===== src/rtl/rv_dmem_bridge.sv =====
`timescale 1ns/1ps
// uRV data-port to pipelined Wishbone bridge: one outstanding access, registered bus
// and core-side outputs, sticky error flag and a saturating timeout on the ack phase.
module rv_dmem_bridge #(
    parameter int unsigned TIMEOUT_CYCLES = 64,
    parameter logic [31:0] ERR_LOAD_DATA  = 32'h0
) (
    input  logic        clk_i,
    input  logic        rst_n_i,
    input  logic [31:0] dm_addr_i,
    input  logic [31:0] dm_data_s_i,
    input  logic [3:0]  dm_data_select_i,
    input  logic        dm_load_i,
    input  logic        dm_store_i,
    output logic        dm_ready_o,
    output logic [31:0] dm_data_l_o,
    output logic        dm_load_done_o,
    output logic        dm_store_done_o,
    output logic        bus_err_o,
    output logic        wb_cyc_o,
    output logic        wb_stb_o,
    output logic        wb_we_o,
    output logic [31:0] wb_adr_o,
    output logic [3:0]  wb_sel_o,
    output logic [31:0] wb_dat_o,
    input  logic [31:0] wb_dat_i,
    input  logic        wb_ack_i,
    input  logic        wb_err_i,
    input  logic        wb_stall_i
);

    typedef enum logic [1:0] {
        ST_IDLE = 2'd0,
        ST_REQ  = 2'd1,
        ST_WAIT = 2'd2,
        ST_DONE = 2'd3
    } state_e;

    localparam int unsigned     CNT_W    = (TIMEOUT_CYCLES > 0) ? $clog2(TIMEOUT_CYCLES + 1) : 1;
    localparam bit              TO_EN    = (TIMEOUT_CYCLES != 0);
    localparam logic [CNT_W-1:0] CNT_LAST = CNT_W'(TIMEOUT_CYCLES - 1);
    localparam logic [CNT_W-1:0] CNT_ONE  = CNT_W'(1);
    localparam logic [CNT_W-1:0] CNT_SAT  = {CNT_W{1'b1}};

    state_e            state_q, state_d;
    logic [CNT_W-1:0]  cnt_q, cnt_d;
    logic [31:0]       adr_q, adr_d;
    logic [31:0]       dat_q, dat_d;
    logic [3:0]        sel_q, sel_d;
    logic              we_q, we_d;
    logic [31:0]       ldata_q, ldata_d;
    logic              ld_done_q, ld_done_d;
    logic              st_done_q, st_done_d;
    logic              berr_q, berr_d;
    logic              ready_q, ready_d;
    logic              cyc_q, cyc_d;
    logic              stb_q, stb_d;

    logic              idle_s, accept_s, timeout_hit_s, finish_s, fail_s;

    assign idle_s        = (state_q == ST_IDLE) || (state_q == ST_DONE);
    assign accept_s      = idle_s && (dm_load_i || dm_store_i);
    assign timeout_hit_s = TO_EN && (state_q == ST_WAIT) && (cnt_q == CNT_LAST);
    // An access ends on ack/err at strobe acceptance, on ack/err in WAIT, or on timeout.
    assign finish_s      = ((state_q == ST_REQ) && !wb_stall_i && (wb_ack_i || wb_err_i)) ||
                           ((state_q == ST_WAIT) && (wb_ack_i || wb_err_i || timeout_hit_s));
    assign fail_s        = wb_err_i || (!wb_ack_i && timeout_hit_s);

    // State register
    always_ff @(posedge clk_i or negedge rst_n_i) begin
        if (!rst_n_i) begin
            state_q <= ST_IDLE;
        end else begin
            state_q <= state_d;
        end
    end

    // Next-state logic
    always_comb begin
        state_d = state_q;
        case (state_q)
            ST_IDLE, ST_DONE: begin
                if (accept_s) begin
                    state_d = ST_REQ;
                end else begin
                    state_d = ST_IDLE;
                end
            end
            ST_REQ: begin
                if (wb_stall_i) begin
                    state_d = ST_REQ;
                end else if (wb_ack_i || wb_err_i) begin
                    state_d = ST_DONE;
                end else begin
                    state_d = ST_WAIT;
                end
            end
            ST_WAIT: begin
                if (finish_s) begin
                    state_d = ST_DONE;
                end else begin
                    state_d = ST_WAIT;
                end
            end
            default: state_d = ST_IDLE;
        endcase
    end

    // Output and datapath next values
    always_comb begin
        adr_d     = adr_q;
        dat_d     = dat_q;
        sel_d     = sel_q;
        we_d      = we_q;
        cnt_d     = cnt_q;
        ldata_d   = ldata_q;
        ld_done_d = finish_s && !we_q;
        st_done_d = finish_s && we_q;
        berr_d    = berr_q;
        ready_d   = (state_d == ST_IDLE) || (state_d == ST_DONE);
        cyc_d     = (state_d == ST_REQ) || (state_d == ST_WAIT);
        stb_d     = (state_d == ST_REQ);

        if (accept_s) begin
            adr_d = dm_addr_i;
            we_d  = dm_store_i;
            if (dm_store_i) begin
                sel_d = dm_data_select_i;
                dat_d = dm_data_s_i;
            end else begin
                sel_d = 4'hF;
            end
        end else begin
            adr_d = adr_q;
        end

        if (state_q == ST_REQ) begin
            cnt_d = {CNT_W{1'b0}};
        end else if (state_q == ST_WAIT) begin
            cnt_d = (cnt_q == CNT_SAT) ? cnt_q : cnt_q + CNT_ONE;
        end else begin
            cnt_d = cnt_q;
        end

        if (finish_s && !we_q) begin
            ldata_d = fail_s ? ERR_LOAD_DATA : wb_dat_i;
        end else begin
            ldata_d = ldata_q;
        end

        // A simultaneous load+store is a core protocol error: the store wins.
        if ((finish_s && fail_s) || (accept_s && dm_load_i && dm_store_i)) begin
            berr_d = 1'b1;
        end else begin
            berr_d = berr_q;
        end
    end

    // Datapath and output registers
    always_ff @(posedge clk_i or negedge rst_n_i) begin
        if (!rst_n_i) begin
            adr_q     <= 32'h0;
            dat_q     <= 32'h0;
            sel_q     <= 4'h0;
            we_q      <= 1'b0;
            cnt_q     <= {CNT_W{1'b0}};
            ldata_q   <= 32'h0;
            ld_done_q <= 1'b0;
            st_done_q <= 1'b0;
            berr_q    <= 1'b0;
            ready_q   <= 1'b1;
            cyc_q     <= 1'b0;
            stb_q     <= 1'b0;
        end else begin
            adr_q     <= adr_d;
            dat_q     <= dat_d;
            sel_q     <= sel_d;
            we_q      <= we_d;
            cnt_q     <= cnt_d;
            ldata_q   <= ldata_d;
            ld_done_q <= ld_done_d;
            st_done_q <= st_done_d;
            berr_q    <= berr_d;
            ready_q   <= ready_d;
            cyc_q     <= cyc_d;
            stb_q     <= stb_d;
        end
    end

    assign dm_ready_o      = ready_q;
    assign dm_data_l_o     = ldata_q;
    assign dm_load_done_o  = ld_done_q;
    assign dm_store_done_o = st_done_q;
    assign bus_err_o       = berr_q;
    assign wb_cyc_o        = cyc_q;
    assign wb_stb_o        = stb_q;
    assign wb_we_o         = we_q;
    assign wb_adr_o        = adr_q;
    assign wb_sel_o        = sel_q;
    assign wb_dat_o        = dat_q;

endmodule


===== config.mk =====
export PLATFORM = sky130hd
export DESIGN_NAME = rv_dmem_bridge
export DESIGN_NICKNAME = d
export VERILOG_FILES = /design/src/rtl/rv_dmem_bridge.sv
export SDC_FILE = /design/constraint.sdc
export NUM_CORES = 1
export LEC_CHECK = 0
export ABC_CLOCK_PERIOD_IN_PS = 4900
export BUFFER_PORTS_ARGS = -buffer_cell sky130_fd_sc_hd__buf_2
export CAP_MARGIN = 25
export CORE_MARGIN = 2
export CORE_UTILIZATION = 50
export DETAILED_ROUTE_END_ITERATION = 7
export GPL_ROUTABILITY_DRIVEN = 0
export PLACE_DENSITY_LB_ADDON = 0.2
export SLEW_MARGIN = 5
export SYNTH_ARGS = -nofsm -noshare
export SYNTH_HDL_FRONTEND = slang
export SYNTH_SLANG_ARGS = --single-unit

===== constraint.sdc =====
create_clock -name clk_i -period 4.9 [get_ports clk_i]
set_input_delay 0.245 -clock clk_i [delete_from_list [all_inputs] [get_ports clk_i]]
set_output_delay 0.245 -clock clk_i [all_outputs]
set_load 0.02 [all_outputs]

---- Word level (Yosys, flattened, before mapping) ----
Index checks and enable logic that the tools add are counted.
word-level totals
  word-level logic and storage cells ...... 62
  input port bits ......................... 107
  output and inout bits ................... 107
  bits in registers ....................... 116
cells by class
  reduce and logical (&&, ||, !) cells .... 29
  muxes and demuxes ....................... 10
  $add $sub $neg .......................... 1
  equality and inequality tests ........... 9
operators by type and width
  cell                 count
  $mux 32              1
  $mux 7               3
  $logic_and 1x1->1    11
  $logic_or 1x1->1     9
  $eq 2x2->1 const B   4
  $add 7x1->7 const B  1
  $eq 7x6->1 const B   1
  $eq 7x7->1 const B   1
  $pmux 2 s3           1
  $eq 2x1->1 const B   2
  $logic_not 2->1      2
  $mux 4               1
  $reduce_and 2->1     2
  $logic_not 1->1      3
  $mux 1               3
  $mux 2               1
  $ne 2x2->1 const B   1
  $reduce_bool 2->1    1
  $reduce_or 2->1      1

---- Depth between registers and ports, before layout ----
Gate-level depths: netlist of run 1.
  word-level depth ........................ 9
  depth in mapped cells ................... 9
  depth with buffers taken out ............ 8

---- Worst setup path before layout of run 1 ----
Ideal clock, no wire load.
  path kind ............................... reg-to-reg
  start ................................... register state_q[0]
  end ..................................... register cyc_q (netlist: wb_cyc_o)
  data required time ...................... 4.786 ns
  stages on the path, launching flop included .. 9
  setup time .............................. 0.114 ns
  clock period less this slack ............ 1.785 ns
  data arrival time ....................... 1.670 ns
  slack ................................... 3.115 ns
  buffers on the path ..................... 2
  cells stage by stage .................... dfrtp_1 > inv_1 > ha_1 > clkbuf_1 > o21ai_2 > clkbuf_1 > o21ai_0 > ha_1 > inv_1
between the ends
  cells in the longest elaborated chain, start to end .. 9
  elaborated cells between the ends (all ways) .. 19
  those cells by class .................... eq/ne: 5; mux: 3; reduce/logical: 11
ends and longest elaborated chain
  element                                   line        source
  from (decl)                               45          state_e state_q, state_d;
  from (signal assigned)                    74          state_q <= state_d;
  $eq 2x2->1                                63, 66, 81
  $logic_and 1x1->1                         63          assign timeout_hit_s = TO_EN && (state_q == ST_WAIT) && (cnt_q == CNT_LAST);
  $logic_or 1x1->1                          66          ((state_q == ST_WAIT) && (wb_ack_i || wb_err_i || timeout_hit_s));
  $logic_and 1x1->1                         66
  $logic_or 1x1->1                          65          assign finish_s = ((state_q == ST_REQ) && !wb_stall_i && (wb_ack_i || wb_err_i)) ||
  $mux 1                                    99          if (finish_s) begin
  $pmux 2 s3 *                              81          case (state_q)
  $eq 2x1->1 or $eq 2x2->1 (tied branches)  121         cyc_d = (state_d == ST_REQ) || (state_d == ST_WAIT);
  $logic_or 1x1->1 *                        121
  via cyc_d                                 56          logic cyc_q, cyc_d;
  to (signal assigned)                      185         cyc_q <= cyc_d;
  to (decl)                                 56
Mark *: on every way through the listed nets, which the timed path passes. The rest lies on a longest branch.
A chain may end at the register's enable or synchronous reset.

---- Worst setup path after layout of run 1 ----
  start ................................... register state_q[0]
  end ..................................... register dat_q[8] (netlist: wb_dat_o[8])
between the ends
  cells in the longest elaborated chain, start to end .. 4
  elaborated cells between the ends (all ways) .. 5
  those cells by class .................... eq/ne: 1; reduce/logical: 4
ends and longest elaborated chain
  element                                        line  source
  $eq 2x2->1 or $logic_not 2->1 (tied branches)  61    assign idle_s = (state_q == ST_IDLE) || (state_q == ST_DONE);
  $logic_or 1x1->1 *                             61
  $logic_and 1x1->1 *                            62    assign accept_s = idle_s && (dm_load_i || dm_store_i);
  $reduce_and 2->1 (no line) *                   --
  to (signal assigned)                           176   dat_q <= dat_d;
  to (decl)                                      48    logic [31:0] dat_q, dat_d;
Mark *: on every way between the ends. The rest lies on a longest branch, timed or not.

==> results of run 1 <==
[sequential cells by signal, indices dropped and copies added, names as in the netlist]
name / flops
bus_err_o: 1
cnt_q: 7
dm_data_l_o: 32
dm_load_done_o: 1
dm_ready_o: 1
dm_store_done_o: 1
state_q: 2
wb_adr_o: 32
wb_cyc_o: 1
wb_dat_o: 32
wb_sel_o: 4
wb_stb_o: 1
wb_we_o: 1
[stage by stage]
| step | hold slack (ns) | cell area, um2 | setup slack, ns | util | power, mW |
|---|---|---|---|---|---|
| after detailed placement | 0.3601 | 5682 | 2.641 | 0.6483 | 3.558 |
| after CTS | 0.001046 | 7253 | 2.631 | 0.8277 | 4.855 |
| after global placement | 0.3539 | 5682 | 2.691 | 0.6483 | 3.500 |
| final | 0.03721 | 7253 | 2.599 | 0.8277 | 4.892 |
| after global routing | 0.007269 | 7253 | 2.470 | 0.8277 | 5.149 |
| after floorplan | -0.05059 | 4558 | 3.115 | - | 2.929 |
[metal layers]
| layer | vias up | global-route usage |
|---|---|---|
| met1 | 1899 | 0.3225 |
| li1 | 1766 | - |
| met4 | 0 | 0.1254 |
| met5 | - | 0 |
| met2 | 189 | 0.4766 |
| met3 | 35 | 0.09136 |
[where the power goes]
part | internal, mW | switching, mW
Clock | 0.785 | 0.432
Combinational | 0.872 | 1.19
Sequential | 1.38 | 0.230
[final timing paths]
check | to
max | wb_dat_o[8]$_DFFE_PN0P_
min | wb_sel_o[2]$_DFFE_PN0P_
max reg2reg | wb_dat_o[8]$_DFFE_PN0P_
min reg2reg | wb_sel_o[2]$_DFFE_PN0P_
max in group asynchronous | wb_stb_o$_DFF_PN0_
min in group asynchronous | dm_data_l_o[10]$_DFFE_PN0P_
[layout by cell type (no fill, tap or decap), types with 2 or more instances in the layout]
cell           count
a22o_1            32
buf_2            212
o21ai_0           11
bufinv_16          3
mux2_2            64
ha_1               4
clkinv_2           4
dlygate4sd3_1     98
or2_2              2
inv_1              6
dfrtp_1          115
nand3b_1           2
mux2i_1            2
buf_4              5
clkinvlp_4         3
nand2_1           18
clkbuf_8           2
nor2_1             7
clkinv_4           3
o22a_1             2
a31oi_1            2
clkbuf_16         16
nor3_1             2
a21oi_1            3
nand3_1            3
nor2b_1            6
[critical path, stage by stage, from the launching register on]
cell	delay (ns)
dfrtp_1	0.34
inv_1	0.04
ha_1	0.52
nand2_1	0.48
buf_4	0.39
mux2_2	0.40
[final cells by class]
class	instances	area, um2
clock inverter	13	158.9
fill	423	1510
sequential	116	2904
tap	108	135.1
inverter	6	22.52
multi-input combinational	175	1521
timing repair buffer	315	2079
clock buffer	19	431.7
[logic make-up (layout without fill, tap and decap cells)]
kind of cell             Yosys count  count (layout)  synth area share
buffers and inverters             23             353           0.03074
AND/OR/NAND/NOR                   50              50           0.06341
multiplexers                      66              66            0.1625
flip-flops                       116             116            0.6371
adder cells (fa/ha/maj)            4               4           0.01098
AO/OA/AOI/OAI                     55              55           0.09525
==> flow_summary.ini, run 1 <==
[power_and_ir_drop]
p_leak_nw = 3.603
pwr_cell_area_nw_per_um2 = 674.5
ir_drop_mv = 0.4634

[setup_path]
slack_of_the_worst_reg_to_reg_path_ns = 2.60
worst_ep_arrival_time_ns = 2.68
critical_path.startpoint_type = register
worstSetupPathType = register to register
worst_setup_path_start = state_q[0]$_DFF_PN0_
worst_r2r_path_depth = 5
crit_path_max_fanout = 23
worst_setup_path_end_kind = register
worstPathRequired_ns = 5.28
r2r_start = state_q[0]$_DFF_PN0_

[placed_design]
dp.cells = 622
detailed_place_hpwl_um = 7309
port-buffer-count = 213

[global_routing]
grt_pass1_wl_um = 20910
pin_count_of_the_biggest_net_entering_global_routing = 63
grt_overflow_total = 0
grt_pass1_vias = 4114
grt_antenna_before_repair = 0
globalRouteTotalUtil = 0.2797

[timing]
report.final.setup_viol = 0
clock_skew_ns = 0.006442
finalSetupTns_ns = 0
finalCriticalPeriod_ns = 2.301
maximum_clock_rate_mhz = 434.6
layout_worst_path_cycle_share = 0.4696
drv_slew = 0
tightestPinTransition_ns = 0.7648
max_slew_margin = 0.4901
number_of_hold_violations_in_the_final_report = 0
rsz0062_at_grt = false

[drt]
post_drt_via_cell_ratio = 5.172
wire_per_inst_um = 17.82
met3_wirelength_um = 1031
route.layer.met1.wl_um = 5179
met2_wirelength_um = 6804
top_layer_used = met4
wirelength_um = 13400
first_pass_iteration_count_of_the_detailed_router = 4
num_vias = 3889
antenna_violating_nets_post_route = 0
drtIter0Drc = 113
drc = 0

[synth]
ys_async_sr_fraction = 1.000
yosys.cell_count.top_type = dfrtp_1
syn_area_um2 = 4558
yosysTopAreaCellShare = 0.6313
ys.flop_type = dfrtp_1
synth-seq-area-share = 0.6371
syn_area_per_cell_um2 = 14.52
post_synth_most_frequent_cells = dfrtp_1, mux2_2, a22o_1
syn_nets = 425
syn_inst = 314
synth_cell_type_count = 36
yosys_register_bits = 116
synth_edf_count = 0
post-synth-top-area-cell = dfrtp_1
yosys_warnings = 0
ranking_of_synthesized_cells_by_area = dfrtp_1, mux2_2, a22o_1, nand2_1, buf_6

[hold_path]
hold_path.startpoint = dm_data_select_i[2]
worstHoldPathCells = 3
hold_path.class = input port to register

[final_layout]
antennaDiodeCount = 0
synthToLayoutAreaGrowth_pct = 59.13
finalNonFillerCells = 752
final_nets = 742
layout-drive-gt1-share = 0.4984

[cts]
root_buffer = clkbuf_8
cts-htree-levels = 4
tritoncts_num_sinks = 116
number_of_buffers_created_by_cts = 17
clockBufferDepth = 2
cts.hold.buffers_added = 98
post_cts_resize_count = 0
worst_setup_hold_path_clk_slew_ns = 0.06
tritoncts_clock_tree = yes
insertion_delay_ns = 0.50
cts_setup_buffers = 0

[floorplanning]
die_y_um = 99.48
design.portCount = 214
core-area_um2 = 8763
design.die.area_um2 = 9896
die_width_um = 99.48
placement_row_count = 34
initial_core_util = 0.5201

[flow_run]
reported_max_cap_violation_count = 0

[outcome]
status = finished, final reports clean
(Power assumes the default switching activity.)
==> run 2, diff against run 1 <==
--- a/config.mk
+++ b/config.mk
@@ -5,11 +5,12 @@
 export SDC_FILE = /design/constraint.sdc
 export NUM_CORES = 1
 export LEC_CHECK = 0
-export ABC_CLOCK_PERIOD_IN_PS = 4900
+export ABC_AREA = 1
+export ABC_CLOCK_PERIOD_IN_PS = 2200
 export BUFFER_PORTS_ARGS = -buffer_cell sky130_fd_sc_hd__buf_2
 export CAP_MARGIN = 25
 export CORE_MARGIN = 2
-export CORE_UTILIZATION = 50
+export CORE_UTILIZATION = 47
 export DETAILED_ROUTE_END_ITERATION = 7
 export GPL_ROUTABILITY_DRIVEN = 0
 export PLACE_DENSITY_LB_ADDON = 0.2
==> constraint.sdc (replaced) <==
create_clock -name clk_i -period 2.2 [get_ports clk_i]
set_input_delay 0.11 -clock clk_i [delete_from_list [all_inputs] [get_ports clk_i]]
set_output_delay 0.11 -clock clk_i [all_outputs]
set_load 0.02 [all_outputs]
==> run 2 against run 1 <==
Against the previous run:
- final area is 4.2% higher
- sequential share of layout area decreased by 1.6 points
- synthesized cell count rose by 65%
- area after synthesis is 3.9% higher
- non-clock buffer count increased by 10
- critical path type unchanged
- largest power group unchanged
==> flow_summary.ini, run 2 <==
[outcome]
status = finished, final reports clean

[timing]
maximum_clock_rate_mhz = 511.3
max_slew_margin = 0.5191
finalSetupTns_ns = 0
tightestPinTransition_ns = 0.7214
clock_skew_ns = 0.007753
drv_slew = 0
rsz0062_at_grt = false
layout_worst_path_cycle_share = 0.8891
report.final.setup_viol = 0
finalCriticalPeriod_ns = 1.956
number_of_hold_violations_in_the_final_report = 0

[power_and_ir_drop]
pwr_cell_area_nw_per_um2 = 1457
power_switching_mw = 4.439
comb_power_share = 0.406
sw_frac_of_total = 0.4030
p_int_mw = 6.576
ir_drop_mv = 0.8807
total_power_mw = 11.02
p_clk_frac = 0.265
p_leak_nw = 4.075
seq_power_share = 0.328

[hold_path]
hold_path.startpoint = wb_ack_i
worstHoldPathCells = 5
worstHoldEndpoint = state_q[0]$_DFF_PN0_
hold_path.class = input port to register

[final_layout]
layout-drive-gt1-share = 0.3282
layout_common_cells = nand2_1, buf_2, dfrtp_1
final-seq-area_um2 = 2904
multi_input_area_um2 = 1597
filler_cell_count = 633
mostFrequentLayoutCell = nand2_1
synthToLayoutAreaGrowth_pct = 59.70
antennaDiodeCount = 0
final_nets = 945

[setup_path]
worst_ep_arrival_time_ns = 2.34
worst_setup_path_end_kind = register
slack_of_the_worst_reg_to_reg_path_ns = 0.24
r2r_start = state_q[0]$_DFF_PN0_
crit_path_max_fanout = 33
worstSetupPathType = register to register
worst_r2r_endpoint = wb_dat_o[9]$_DFFE_PN0P_
worst_r2r_path_depth = 8
critical_path.startpoint_type = register
worstPathRequired_ns = 2.58

[floorplanning]
die_width_um = 104.4
design.die.area_um2 = 10890
core-area_um2 = 9774
placement_row_count = 36
die_y_um = 104.4
initial_core_util = 0.4844
design.portCount = 214

[drt]
wire_per_inst_um = 15.22
drc = 0
drtIter0Drc = 396
antenna_violating_nets_post_route = 0
first_pass_iteration_count_of_the_detailed_router = 4
num_vias = 4888
post_drt_via_cell_ratio = 4.988
wirelength_um = 14920

[global_routing]
globalRouteTotalUtil = 0.2887
grt_overflow_total = 0
pin_count_of_the_biggest_net_entering_global_routing = 66
grt_pass1_vias = 5102
grt_pass1_wl_um = 24780
grt_antenna_before_repair = 0

[synth]
syn_nets = 629
synth_edf_count = 0
yosysTopAreaCellShare = 0.6078
ranking_of_synthesized_cells_by_area = dfrtp_1, nand2_1, nand3_1, o21ai_2, o21ai_1
ys_async_sr_fraction = 1.000
yosys.cell_count.top_type = nand2_1
ys.flop_type = dfrtp_1
syn_area_um2 = 4735
syn_area_per_cell_um2 = 9.140
post_synth_most_frequent_cells = nand2_1, dfrtp_1, nand3_1
synth_cell_type_count = 23
post-synth-top-area-cell = dfrtp_1
yosys_warnings = 0
synth-seq-area-share = 0.6134
yosys_register_bits = 116
syn_inst = 518

[cts]
tritoncts_num_sinks = 116
root_buffer = clkbuf_8
clockBufferDepth = 2
cts-htree-levels = 4
number_of_buffers_created_by_cts = 17
tritoncts_clock_tree = yes
worst_setup_hold_path_clk_slew_ns = 0.06
cts_setup_buffers = 0
insertion_delay_ns = 0.50

[placed_design]
port-buffer-count = 213
detailed_place_hpwl_um = 8480

[flow_run]
reported_max_cap_violation_count = 0
run 2: cell count changes after synthesis, sizes merged, moves of 5 or more:
cell,delta
a22o,-32
buf,+6
clkbuf,+5
inv,+11
mux2,-64
nand2,+231
nand3,+38
nor2b,-6
o21ai,+31
run 2: worst max-delay path by stage:
stage / start / end / slack, ns
global placement: state_q[0]$_DFF_PN0_ / bus_err_o$_DFFE_PN0P_ / 0.36
CTS: state_q[0]$_DFF_PN0_ / wb_dat_o[19]$_DFFE_PN0P_ / 0.25
floorplan: state_q[0]$_DFF_PN0_ / wb_cyc_o$_DFF_PN0_ / 0.55
global route: state_q[0]$_DFF_PN0_ / wb_dat_o[9]$_DFFE_PN0P_ / 0.08
finish: state_q[0]$_DFF_PN0_ / wb_dat_o[9]$_DFFE_PN0P_ / 0.24
detailed placement: state_q[0]$_DFF_PN0_ / wb_dat_o[29]$_DFFE_PN0P_ / 0.26
run 2: cell type report:
type,count,area share
Sequential cell,116,0.3841
Timing Repair Buffer,325,0.2899
Multi-Input combinational cell,356,0.2112
Clock buffer,22,0.05990
Clock inverter,10,0.02350
Tap cell,133,0.02201
Inverter,18,0.009432
run 2: per-stage QoR:
step / hold slack (ns) / utilization / cells / area [um2] / setup slack (ns)
floorplan: -0.1856 / - / 518 / 4735 / 0.5549
global placement: 0.2000 / 0.6032 / 845 / 5896 / 0.3642
CTS: 0.02561 / 0.7732 / 980 / 7557 / 0.2476
global route: 0.06755 / 0.7736 / 980 / 7561 / 0.08284
detailed placement: 0.1985 / 0.6032 / 845 / 5896 / 0.2641
finish: 0.05762 / 0.7736 / 980 / 7561 / 0.2441
run 2: kinds of logic (layout without fill, tap and decap cells):
group                    Yosys count  in the layout  share of synthesized area
AO/OA/AOI/OAI                     50             50                    0.07082
AND/OR/NAND/NOR                  302            302                     0.2558
flip-flops                       116            116                     0.6134
buffers and inverters             46            375                    0.04942
adder cells (fa/ha/maj)            4              4                    0.01057
run 2: per-layer routing:
metal,vias up,global-route usage,wire length (um)
met5,-,0,0
met4,0,0.1380,551
met3,46,0.1009,1212
met2,250,0.4692,7341
met1,2313,0.3426,5810
li1,2279,-,-
run 2: worst max-delay path, cell delays in order (launching register included):
cell and delay [ns]:
dfrtp_1 0.35, inv_1 0.05, ha_1 0.34, o21ai_2 0.08, inv_1 0.07, nand2_1 0.12, clkinvlp_4 0.48, nand2_1 0.26
nand2_1 0.09
run 2: power by group through the flow:
stage | Combinational [mW] | Clock, mW | Sequential (mW)
after detailed placement | 4.25 | 0 | 3.59
after floorplan | 1.67 | 0 | 4.71
final | 4.47 | 2.92 | 3.62
after global placement | 4.14 | 0 | 3.58
after global routing | 4.88 | 3.10 | 3.72
after CTS | 4.41 | 2.97 | 3.58
run 2: what timing repair did:
item | 4_1_cts | 5_1_grt
hold endpoints to repair | 155 | 0
endpoints found under the setup margin | 0 | 1
gates resized for setup | 0 | 1
hold buffers | 103 | 0
==> run 3, diff against run 2 <==
--- a/config.mk
+++ b/config.mk
@@ -7,7 +7,7 @@
 export LEC_CHECK = 0
 export ABC_AREA = 1
 export ABC_CLOCK_PERIOD_IN_PS = 2200
-export BUFFER_PORTS_ARGS = -buffer_cell sky130_fd_sc_hd__buf_2
+export BUFFER_PORTS_ARGS = -buffer_cell sky130_fd_sc_hd__buf_4
 export CAP_MARGIN = 25
 export CORE_MARGIN = 2
 export CORE_UTILIZATION = 47
==> run 3 against run 2 <==
Against the previous run:
- maximum frequency is 10% higher
- global-route usage grew 0.34 points
- final cell count down 0.20%
- sequential share of layout area fell by 2.5 points
- die area stayed put
- combinational power increased by 13%
- hold slack about the same
- clock skew grew 0.0012 ns
- core utilization is 5.3 points higher
- flip-flop and latch count stayed put
- sequential power increased by 2%
- critical path depth fell by 1
- largest cell class unchanged
==> flow_summary.ini, run 3 (synthesized netlist as in run 2, its figures left out) <==
[setup_path]
critical_path.cell_chain = inv_1 > ha_1 > o21ai_2 > buf_4 > nand3_1 > ha_1 > inv_1
critical_path.startpoint_type = register
worstSetupPathType = register to register
crit_path_max_fanout = 34
slack_of_the_worst_reg_to_reg_path_ns = 0.43
worstPathRequired_ns = 2.59
worst_r2r_endpoint = wb_cyc_o$_DFF_PN0_
r2r_start = state_q[0]$_DFF_PN0_
buf_inv_stages_crit_path = 3
critical-path-slowest-cell = buf_4
max_stage_delay_ns = 0.35
worst_ep_arrival_time_ns = 2.17
worst_r2r_path_depth = 7
worst_setup_path_end_kind = register
cpLargestDelayFamily = adder cells
timing.critical_path.depth = 7

[floorplanning]
die_y_um = 104.4
design.portCount = 214
die_width_um = 104.4
initial_core_util = 0.4844
placement_row_count = 36
design.die.area_um2 = 10890
core-area_um2 = 9774

[final_layout]
finish.instance_area_um2 = 8079
layout_common_cells = nand2_1, buf_4, dfrtp_1
final_nets = 945
filler_cell_count = 539
layout-drive-gt1-share = 0.3278
antennaDiodeCount = 0
synthToLayoutAreaGrowth_pct = 70.64
mostFrequentLayoutCell = nand2_1

[global_routing]
grt_antenna_before_repair = 0
grt_pass1_vias = 5091
globalRouteTotalUtil = 0.2920
grt_overflow_total = 0
pin_count_of_the_biggest_net_entering_global_routing = 117
grt_pass1_wl_um = 25300

[cts]
cts-htree-levels = 4
tritoncts_clock_tree = yes
number_of_buffers_created_by_cts = 17
root_buffer = clkbuf_8
tritoncts_num_sinks = 116
cts_setup_buffers = 0
clockBufferDepth = 2
insertion_delay_ns = 0.51
worst_setup_hold_path_clk_slew_ns = 0.05

[timing]
maximum_clock_rate_mhz = 564.4
max_slew_margin = 0.5932
drv_slew = 0
report.final.setup_viol = 0
tightestPinTransition_ns = 0.6102
finalCriticalPeriod_ns = 1.772
layout_worst_path_cycle_share = 0.8053
holdWs_ns = 0.05795
finalSetupTns_ns = 0
clock_skew_ns = 0.008936
rsz0062_at_grt = false
timing.final.ws_setup_ns = 0.4283
number_of_hold_violations_in_the_final_report = 0

[placed_design]
pre_cts_slack_ns = 0.2381
dpl_cell_area_um2 = 6419
port-buffer-count = 213
detailed_place_hpwl_um = 8532

[drt]
first_pass_iteration_count_of_the_detailed_router = 5
antenna_violating_nets_post_route = 0
num_vias = 4884
wire_per_inst_um = 15.52
drc = 0
wirelength_um = 15180
drtIter0Drc = 277
post_drt_via_cell_ratio = 4.994

[power_and_ir_drop]
pwr_cell_area_nw_per_um2 = 1427
p_leak_nw = 4.226
ir_drop_mv = 0.8706

[hold_path]
hold_path.startpoint = wb_ack_i
worstHoldPathCells = 5
worstHoldEndpoint = state_q[0]$_DFF_PN0_
hold_path.class = input port to register

[flow_run]
reported_max_cap_violation_count = 0

[outcome]
status = finished, final reports clean
[run 3: cell types whose count changed in the layout (fill, tap and decap cells not counted)]
cell | previous run | this run
buf_16 | 0 | 1
buf_2 | 212 | 0
buf_4 | 8 | 219
bufinv_16 | 5 | 4
clkbuf_1 | 3 | 1
clkinv_4 | 0 | 1
clkinvlp_4 | 2 | 1
inv_1 | 14 | 15
[run 3: worst max path at each step]
| stage | end | start | slack, ns |
|---|---|---|---|
| after CTS | wb_dat_o[31]$_DFFE_PN0P_ | state_q[1]$_DFF_PN0_ | 0.23 |
| after global placement | bus_err_o$_DFFE_PN0P_ | state_q[0]$_DFF_PN0_ | 0.35 |
| after floorplan | wb_cyc_o$_DFF_PN0_ | state_q[0]$_DFF_PN0_ | 0.55 |
| after global routing | wb_cyc_o$_DFF_PN0_ | state_q[0]$_DFF_PN0_ | 0.29 |
| after detailed placement | wb_dat_o[31]$_DFFE_PN0P_ | state_q[1]$_DFF_PN0_ | 0.24 |
| final | wb_cyc_o$_DFF_PN0_ | state_q[0]$_DFF_PN0_ | 0.43 |
[run 3: routing by layer]
metal | GRT usage | vias up | part of all wire
li1 | - | 2278 | -
met1 | 0.3449 | 2295 | 0.38
met2 | 0.4883 | 263 | 0.51
met3 | 0.08083 | 48 | 0.079
met4 | 0.1477 | 0 | 0.038
met5 | 0 | - | 0
[run 3: power breakdown]
group          leakage [nW]  total, mW  internal [mW]  switching, mW
logic                  2.48       5.05           2.04           3.01
clock network         0.296       2.80           1.88          0.921
registers              1.45       3.68           3.10          0.577
[run 3: metrics by stage]
stage	total power, mW	util	cells
detailed placement	8.451	0.6567	844
finish	11.53	0.8265	978
global placement	8.310	0.6567	844
global route	12.20	0.8265	978
floorplan	6.383	-	518
CTS	11.45	0.8237	977
[run 3: final cells by class]
type	instances	area (um2)	share of cell area
Clock buffer	20	445.4	0.05513
Clock inverter	10	156.4	0.01936
Inverter	18	67.56	0.008363
Multi-Input combinational cell	356	1597	0.1976
Sequential cell	116	2904	0.3595
Tap cell	133	166.4	0.02060
Timing Repair Buffer	325	2743	0.3395
[run 3: repair_timing]
item,CTS,global route
hold buffers,103,0
gates resized for setup,0,0
hold endpoints to repair,219,0
[run 3: worst register-to-register path, stage by stage, from the launching register on]
cell and delay (ns):
dfrtp_1 0.34, inv_1 0.05, ha_1 0.34, o21ai_2 0.08, buf_4 0.35, nand3_1 0.15, ha_1 0.32, inv_1 0.04
